==> config.mk <==
export PLATFORM = sky130hd
export DESIGN_NAME = stream_source_flat
export DESIGN_NICKNAME = d
export VERILOG_FILES = /design/src/rtl/stream_source_if.sv /design/src/rtl/stream_source.sv /design/src/flat_wrapper.sv
export SDC_FILE = /design/constraint.sdc
export NUM_CORES = 1
export LEC_CHECK = 0
export CAP_MARGIN = 15
export CORE_ASPECT_RATIO = 1.1
export CORE_MARGIN = 3
export CORE_UTILIZATION = 50
export DETAILED_ROUTE_END_ITERATION = 6
export GPL_ROUTABILITY_DRIVEN = 0
export PLACE_DENSITY = 0.78
export SETUP_SLACK_MARGIN = 0.4
export SLEW_MARGIN = 25
export SYNTH_ARGS = -nofsm -noshare
export SYNTH_HDL_FRONTEND = slang
export SYNTH_SLANG_ARGS = --single-unit
==> constraint.sdc <==
create_clock -name clk -period 4.9 [get_ports clk]
set_input_delay 0.49 -clock clk [delete_from_list [all_inputs] [get_ports clk]]
set_output_delay 0.49 -clock clk [all_outputs]
set_load 0.01 [all_outputs]
==> src/rtl/stream_source_if.sv <==
// Source-to-sink handshake bundle: LFSR word stream out, result stream back.
// The master modport is the stream_source side; the slave modport is the sink side.
interface stream_source_if #(
  parameter int DATA_WIDTH   = 32,
  parameter int RESULT_WIDTH = 8
);
  logic [DATA_WIDTH-1:0]   data_out;
  logic                    data_out_valid;
  logic                    ready;
  logic [RESULT_WIDTH-1:0] result_in;
  logic                    result_in_valid;

  modport master (
    output data_out,
    output data_out_valid,
    input  ready,
    input  result_in,
    input  result_in_valid
  );

  modport slave (
    input  data_out,
    input  data_out_valid,
    output ready,
    output result_in,
    output result_in_valid
  );
endinterface

==> src/rtl/stream_source.sv <==
// Stream source: sends num_items LFSR words with forced hold-off gaps, then drains returned results.
// Optional feature macro: STREAM_SOURCE_CHECKSUM_EN enables the rotate-xor result checksum.
//
// state | meaning
// IDLE  | after reset, waiting for start
// SEND  | presenting a word, transfer when ready
// HOLD  | HOLDOFF forced idle cycles after a transfer
// DRAIN | all words sent, waiting for remaining results or timeout
// DONE  | run finished (err tells whether it failed)
module stream_source #(
  parameter int          DATA_WIDTH   = 32,
  parameter int          RESULT_WIDTH = 8,
  parameter int          COUNT_WIDTH  = 32,
  parameter int          HOLDOFF      = 2,
  parameter int          TIMEOUT      = 1024,
  parameter logic [31:0] SEED         = 32'h0000_0001
) (
  input  logic                   clk,
  input  logic                   rst,
  input  logic                   start,
  input  logic [COUNT_WIDTH-1:0] num_items,
  stream_source_if.master        bus,
  output logic                   busy,
  output logic                   done,
  output logic                   err,
  output logic [COUNT_WIDTH-1:0] sent_count,
  output logic [COUNT_WIDTH-1:0] recv_count,
  output logic [31:0]            checksum
);

  if (DATA_WIDTH > 32 || RESULT_WIDTH > 32 || HOLDOFF < 1 || TIMEOUT < 1 || SEED == 32'h0)
  begin : g_param_check
    $error("stream_source: unsupported parameter value");
  end

  typedef enum logic [2:0] {
    S_IDLE,
    S_SEND,
    S_HOLD,
    S_DRAIN,
    S_DONE
  } state_t;

  localparam logic [31:0] LFSR_MASK = 32'h8020_0003;
  localparam int HOLD_W = (HOLDOFF > 1) ? $clog2(HOLDOFF) : 1;
  localparam int TMO_W  = (TIMEOUT > 1) ? $clog2(TIMEOUT) : 1;
  localparam logic [HOLD_W-1:0] HOLD_LOAD = HOLD_W'(HOLDOFF - 1);
  localparam logic [TMO_W-1:0]  TMO_LOAD  = TMO_W'(TIMEOUT - 1);

  state_t                 state_q, state_d;
  logic [31:0]            lfsr_q, lfsr_d;
  logic [COUNT_WIDTH-1:0] num_q, num_d;
  logic [COUNT_WIDTH-1:0] sent_q, sent_d;
  logic [COUNT_WIDTH-1:0] recv_q, recv_d;
  logic [HOLD_W-1:0]      hold_q, hold_d;
  logic [TMO_W-1:0]       tmo_q, tmo_d;
  logic                   busy_q, busy_d;
  logic                   done_q, done_d;
  logic                   err_q, err_d;

  logic                   active;
  logic                   xfer;
  logic                   accept_start;
  logic                   result_cnt;
  logic                   overrun;
  logic [COUNT_WIDTH-1:0] sent_inc;
  logic [COUNT_WIDTH-1:0] recv_inc;

  assign active       = (state_q == S_SEND) || (state_q == S_HOLD) || (state_q == S_DRAIN);
  assign xfer         = (state_q == S_SEND) && bus.ready;
  assign accept_start = start && ((state_q == S_IDLE) || (state_q == S_DONE));
  assign overrun      = active && bus.result_in_valid && (recv_q == num_q);
  assign result_cnt   = active && bus.result_in_valid && (recv_q != num_q);
  assign sent_inc     = sent_q + COUNT_WIDTH'(1);
  assign recv_inc     = recv_q + COUNT_WIDTH'(1);

  always_comb begin
    state_d = state_q;
    lfsr_d  = lfsr_q;
    num_d   = num_q;
    sent_d  = sent_q;
    recv_d  = recv_q;
    hold_d  = hold_q;
    tmo_d   = tmo_q;
    err_d   = err_q;

    // Results are counted in any busy state, not only DRAIN.
    if (result_cnt) recv_d = recv_inc;
    if (overrun)    err_d  = 1'b1;

    case (state_q)
      S_IDLE, S_DONE: begin
        if (accept_start) begin
          num_d   = num_items;
          sent_d  = '0;
          recv_d  = '0;
          err_d   = 1'b0;
          state_d = (num_items == '0) ? S_DONE : S_SEND;
        end
      end
      S_SEND: begin
        if (xfer) begin
          lfsr_d = {1'b0, lfsr_q[31:1]} ^ (lfsr_q[0] ? LFSR_MASK : 32'h0);
          sent_d = sent_inc;
          if (sent_inc == num_q) begin
            state_d = S_DRAIN;
            tmo_d   = TMO_LOAD;
          end else begin
            state_d = S_HOLD;
            hold_d  = HOLD_LOAD;
          end
        end
      end
      S_HOLD: begin
        if (hold_q == '0) state_d = S_SEND;
        else              hold_d  = hold_q - HOLD_W'(1);
      end
      S_DRAIN: begin
        if (recv_d == num_q) begin
          state_d = S_DONE;
        end else if (result_cnt) begin
          tmo_d = TMO_LOAD;
        end else if (tmo_q == '0) begin
          err_d   = 1'b1;
          state_d = S_DONE;
        end else begin
          tmo_d = tmo_q - TMO_W'(1);
        end
      end
      default: state_d = S_IDLE;
    endcase

    busy_d = (state_d == S_SEND) || (state_d == S_HOLD) || (state_d == S_DRAIN);
    done_d = (state_d == S_DONE);
  end

  always_ff @(posedge clk or posedge rst) begin
    if (rst) begin
      state_q <= S_IDLE;
      lfsr_q  <= SEED;
      num_q   <= '0;
      sent_q  <= '0;
      recv_q  <= '0;
      hold_q  <= '0;
      tmo_q   <= '0;
      busy_q  <= 1'b0;
      done_q  <= 1'b0;
      err_q   <= 1'b0;
    end else begin
      state_q <= state_d;
      lfsr_q  <= lfsr_d;
      num_q   <= num_d;
      sent_q  <= sent_d;
      recv_q  <= recv_d;
      hold_q  <= hold_d;
      tmo_q   <= tmo_d;
      busy_q  <= busy_d;
      done_q  <= done_d;
      err_q   <= err_d;
    end
  end

`ifdef STREAM_SOURCE_CHECKSUM_EN
  logic [31:0] cksum_q, cksum_d;

  always_comb begin
    cksum_d = cksum_q;
    if (accept_start)    cksum_d = '0;
    else if (result_cnt) cksum_d = {cksum_q[30:0], cksum_q[31]} ^ 32'(bus.result_in[RESULT_WIDTH-1:0]);
  end

  always_ff @(posedge clk or posedge rst) begin
    if (rst) cksum_q <= '0;
    else     cksum_q <= cksum_d;
  end

  assign checksum = cksum_q;
`else
  assign checksum = '0;
`endif

  assign bus.data_out       = DATA_WIDTH'(lfsr_q);
  assign bus.data_out_valid = xfer;
  assign busy               = busy_q;
  assign done               = done_q;
  assign err                = err_q;
  assign sent_count         = sent_q;
  assign recv_count         = recv_q;

endmodule

==> src/flat_wrapper.sv <==
// flat-port wrapper written by rule: the top's interface ports become plain ports
module stream_source_flat 
#(
  parameter int          DATA_WIDTH   = 32,
  parameter int          RESULT_WIDTH = 8,
  parameter int          COUNT_WIDTH  = 32,
  parameter int          HOLDOFF      = 2,
  parameter int          TIMEOUT      = 1024,
  parameter logic [31:0] SEED         = 32'h0000_0001
)
  (clk, rst, start, num_items, busy, done, err, sent_count, recv_count, checksum, bus_data_out, bus_data_out_valid, bus_ready, bus_result_in, bus_result_in_valid);
  stream_source_if #(.DATA_WIDTH(DATA_WIDTH), .RESULT_WIDTH(RESULT_WIDTH)) bus_i ();
  input  logic clk;
  input  logic rst;
  input  logic start;
  input  logic [COUNT_WIDTH-1:0] num_items;
  output logic busy;
  output logic done;
  output logic err;
  output logic [COUNT_WIDTH-1:0] sent_count;
  output logic [COUNT_WIDTH-1:0] recv_count;
  output logic [31:0] checksum;
  output wire logic [$bits(bus_i.data_out)-1:0] bus_data_out;
  output wire logic [$bits(bus_i.data_out_valid)-1:0] bus_data_out_valid;
  input wire logic [$bits(bus_i.ready)-1:0] bus_ready;
  input wire logic [$bits(bus_i.result_in)-1:0] bus_result_in;
  input wire logic [$bits(bus_i.result_in_valid)-1:0] bus_result_in_valid;
  assign bus_data_out = bus_i.data_out;
  assign bus_data_out_valid = bus_i.data_out_valid;
  assign bus_i.ready = bus_ready;
  assign bus_i.result_in = bus_result_in;
  assign bus_i.result_in_valid = bus_result_in_valid;
  stream_source #(.DATA_WIDTH(DATA_WIDTH), .RESULT_WIDTH(RESULT_WIDTH), .COUNT_WIDTH(COUNT_WIDTH), .HOLDOFF(HOLDOFF), .TIMEOUT(TIMEOUT), .SEED(SEED)) u_core (.clk(clk), .rst(rst), .start(start), .num_items(num_items), .bus(bus_i), .busy(busy), .done(done), .err(err), .sent_count(sent_count), .recv_count(recv_count), .checksum(checksum));
endmodule
### Word-level counts from Yosys, hierarchy flattened

Index checks and enable logic that the tools add are counted.
W data, S select, Z words.

* input bits: 45
* flip-flop bits (word level): 145
* output and inout bits: 132
* word-level logic and storage cells: 87

* reduce and logical (&&, ||, !) cells: 22
* equal/unequal tests: 18
* add/subtract/negate cells: 4
* multiplexer cells: 32
* bitwise operators: 1

Operators with widths (count)
* $mux W32: 6
* $eq A32 B32 Y1: 3
* $add A32 B1 Y32 const B: 2
* $pmux W32 S2: 1
* $mux W10: 5
* $logic_not A32 Y1: 1
* $ne A32 B32 Y1: 1
* $xor A31 B32 Y32: 1
* $mux W3: 7
* $pmux W10 S2: 1
* $eq A3 B2 Y1 const B: 4
* $pmux W3 S4: 1
* $logic_not A10 Y1: 1
* $sub A10 B1 Y10 const B: 1
* $mux W1: 9
* $ne A2 B2 Y1 const B: 4
* $eq A3 B1 Y1 const B: 2
* $eq A3 B3 Y1 const B: 2
* $reduce_and A3 Y1: 2
* $reduce_bool A2 Y1: 3
* $logic_and A1 B1 Y1: 5
* $logic_or A1 B1 Y1: 5
* $reduce_and A5 Y1: 1
* $pmux W1 S2: 2
* 6 further kinds: 7

### Logic depth before layout (Yosys ltp)

* word-level depth: 12
* gate-level depth with buffers: 14
* gate-level depth less buffers: 12

### Worst setup path before layout

OpenSTA, ideal clock, no wires.

* kind: register to register
* start point: register u_core.recv_q[22] (netlist: u_core.recv_count[22])
* end point: register u_core.tmo_q[9]
* setup slack: 1.224 ns
* stages on the path, launching flop included: 13
* arrival: 3.553 ns
* setup time: 0.123 ns
* buffers on the path: 1
* data required time: 4.777 ns
* cells stage by stage: dfrtp_1 clkbuf_1 xor2_1 or4_4 nor4_4 a21oi_2 and3_1 a2111o_1 a2111oi_2 nand4_1 nor4b_2 a21boi_1 o221a_2

* word-level cells in the longest chain between the ends: 6

Ends and longest elaborated chain
* from (decl): RTL line stream_source.sv:54 `logic [COUNT_WIDTH-1:0] recv_q, recv_d;`
* from (signal assigned): RTL line stream_source.sv:154 `recv_q <= recv_d;`
* branches (longest 6 deep; another with $add A32 B1 Y32)
* to (signal assigned): RTL line stream_source.sv:156 `tmo_q <= tmo_d;`
* to (decl): RTL line stream_source.sv:56 `logic [TMO_W-1:0] tmo_q, tmo_d;`

Parallel ways; which one is timed is not known. The select of a mux whose other input is x is not followed.
A chain may end at the register's enable or synchronous reset.

### Worst setup path after layout

* start point: register u_core.recv_q[11] (netlist: u_core.recv_count[11])
* end point: register u_core.tmo_q[3]

The elaborated chain is that of the path after synthesis.

==> results.toml <==
[worst_setup_path]
critPathArrivalTime_ps = 4770
r2r_slack_ps = 450
crit_path_start_kind = "flip-flop"
cp_max_fo = 8
cp.required_ps = 5220
cp-end-kind = "flip-flop"
critPathKind = "flip-flop to flip-flop"

[timing]
worst-slew-pin-transition_ps = 1040
min_period_over_period = 0.908
max_freq_mhz = 225
setup_violations = 0
hold_viol_final = 0
slew_headroom = 0.303
setup_ws_ps = 450
skew_ps = 9.84
finalSetupTns_ps = 0
rsz0062_at_grt = "false"
final.min_clock_period_ps = 4450
drv_slew = 0

[power_and_ir_drop]
combPwrFrac = 0.385
p_leak_nw = 5.04
cellInternalPower_w = 0.00288
pwr-share-clk = 0.266
powerDensity_nw_per_um2 = 414
power.switching_w = 0.00207
max-vdd-ir-drop_mv = 0.350
seq_power_share = 0.348
netSwitchingFraction = 0.419

[clocking]
clock_path_buffers = 2
cts_buffers = 17
path_clk_slew_ps = 70
htreeDepth = 4
cts.sinks = 145
tritoncts = "yes"
cts-root-buf = "clkbuf_16"
cts_hold_buf = 0
clkLatencyLatePin_ps = 440

[cells_and_area]
antenna_cells = 0
stdcell_count = 1584
post-route-util = 0.636
design_area_um2 = 12000
finalNetCount = 1376
syn2layout_area_growth_pct = 22.5
drive_above_1_share = 0.0828

[synth]
synthArstFlopShare = 1.00
synth_common_cells = "250 x nand2_1, 144 x dfrtp_1, 103 x nor2_1, 84 x xnor2_1, 66 x o21ai_0"
synth_top_area_frac = 0.369
syn_area_um2 = 9750
synth_area_per_cell_um2 = 8.06
synthCells = 1210
synth_cell_type_count = 83
yosysTopAreaCell = "dfrtp_1"
ys_seq_elements = 145
ys_seq_area_frac = 0.372
yosys-top-cells-area = "dfrtp_1 37%, nand2_1 9.6%, xnor2_1 7.5%"
synth_edf_count = 0
yosysMostFrequentCell = "nand2_1"
synthFlopType = "dfrtp_1"
ys_warn_count = 0

[drt]
drtPass1Iterations = 7
routed_wl_um = 30000
drt-initial-drc-count = 1333
vias = 9649
vias_per_cell = 6.09
wl_per_cell_um = 19.0
post-route-drc-count = 95
antenna_left = 0

[die]
dieArea_um2 = 21200
io_pins = 177
die_y_um = 152
start_util = 0.519
core_area_um2 = 18800
rows = 52
dieWidth_um = 139

[job]
maxCapViolations = 0

[placed_design]
place_ws_ps = 445
dpl.hpwl_um = 21800
io_buffers = 136
place_inst = 1549
postPlaceCellArea_um2 = 11300

[global_route]
overflow = 0
antenna_found_initial = 0
grt_usage = 0.280
grt_max_degree = 86
grt_pass1_wl_um = 48400
grt_pass1_vias = 9125

[min_path]
hold_path_class = "flip-flop to flip-flop"

[status]
status = "finished, violations left"
violations = "design-rule violations"
routing by layer:
metal  global-route usage  part of all wire  vias to the layer above
met5                    0                 0                        -
met4                0.124             0.047                        0
met3               0.0562              0.10                      138
met2                0.436              0.46                      596
met1                0.379              0.39                     4511
li1                     -                 -                     4404
cell usage in the layout (no fill, tap or decap), types with 18 or more instances in the layout:
cell	synthesis	final
nand2_1	250	249
nor3_1	28	28
xnor2_1	84	83
a21oi_1	41	41
clkdlybuf4s50_1	0	136
nand3_1	37	37
xor2_1	33	33
nor2_1	103	103
nor4_1	28	27
dfrtp_1	144	144
inv_1	19	18
buf_4	33	38
o21ai_0	66	66
conb_1	1	32
and3_1	21	21
nand4_1	37	37
final timing paths:
path                                        startpoint                     end  cells past startpoint
min in group asynchronous                          rst         u_core.tmo_q[1]                      2
worst min-delay path            u_core.bus.data_out[6]  u_core.bus.data_out[5]                      2
worst max register to register   u_core.recv_count[11]         u_core.tmo_q[3]                     11
worst min register to register  u_core.bus.data_out[6]  u_core.bus.data_out[5]                      2
max in group asynchronous                          rst   u_core.recv_count[25]                      3
worst max-delay path             u_core.recv_count[11]         u_core.tmo_q[3]                     11
final cells by class:
type	instances	area [um2]
Fill cell	1583	6850
Multi-Input combinational cell	968	5650
Sequential cell	145	3630
Timing Repair Buffer	176	1690
Clock buffer	17	425
Tap cell	243	304
Clock inverter	15	174
Inverter	20	80.1
power groups by stage:
stage               Sequential [W]  Clock [W]  Combinational [W]
finish                     0.00172    0.00132            0.00191
global route               0.00175    0.00139            0.00208
CTS                        0.00170    0.00133            0.00186
detailed placement         0.00172          0            0.00184
global placement           0.00172          0            0.00181
floorplan                  0.00158          0            0.00141
critical path: stages, from the launching register on:
cell	delay, ps
dfrtp_1	520
nand4_1	210
or4_1	680
nor4_1	380
a21bo_1	340
o211a_1	290
a2111o_1	310
a2111oi_2	360
nand4_1	150
nor4b_2	450
a21boi_1	290
o221a_2	340
repair_timing:
action	CTS	global route
gates resized for setup	0	4
buffers inserted	0	3
hold endpoints to repair	0	0
endpoints found under the setup margin	0	11
sequential cells by signal, indices dropped and copies added (netlist names), 3 cells and up:
name / cells
u_core.bus.data_out: 32
u_core.num_q: 32
u_core.recv_count: 32
u_core.sent_count: 32
u_core.state_q: 3
u_core.tmo_q: 10
stage by stage:
step           hold slack [ps]  total power (W)
5_1_grt                    534          0.00521
3_3_place_gp               479          0.00352
2_1_floorplan              475          0.00298
6_report                   503          0.00495
4_1_cts                    505          0.00490
3_5_place_dp               485          0.00357
cell families after synthesis:
| logic type | after synthesis | synth area share |
|---|---|---|
| buf+inv | 128 | 0.0630 |
| fa+ha+maj | 3 | 0.00385 |
| xor+xnor | 120 | 0.112 |
| other cells | 1 | 0.000384 |
| mux | 10 | 0.0105 |
| compound gates | 198 | 0.133 |
| flops | 145 | 0.372 |
| simple gates | 605 | 0.305 |
Power figures use the tool's default switching activity.
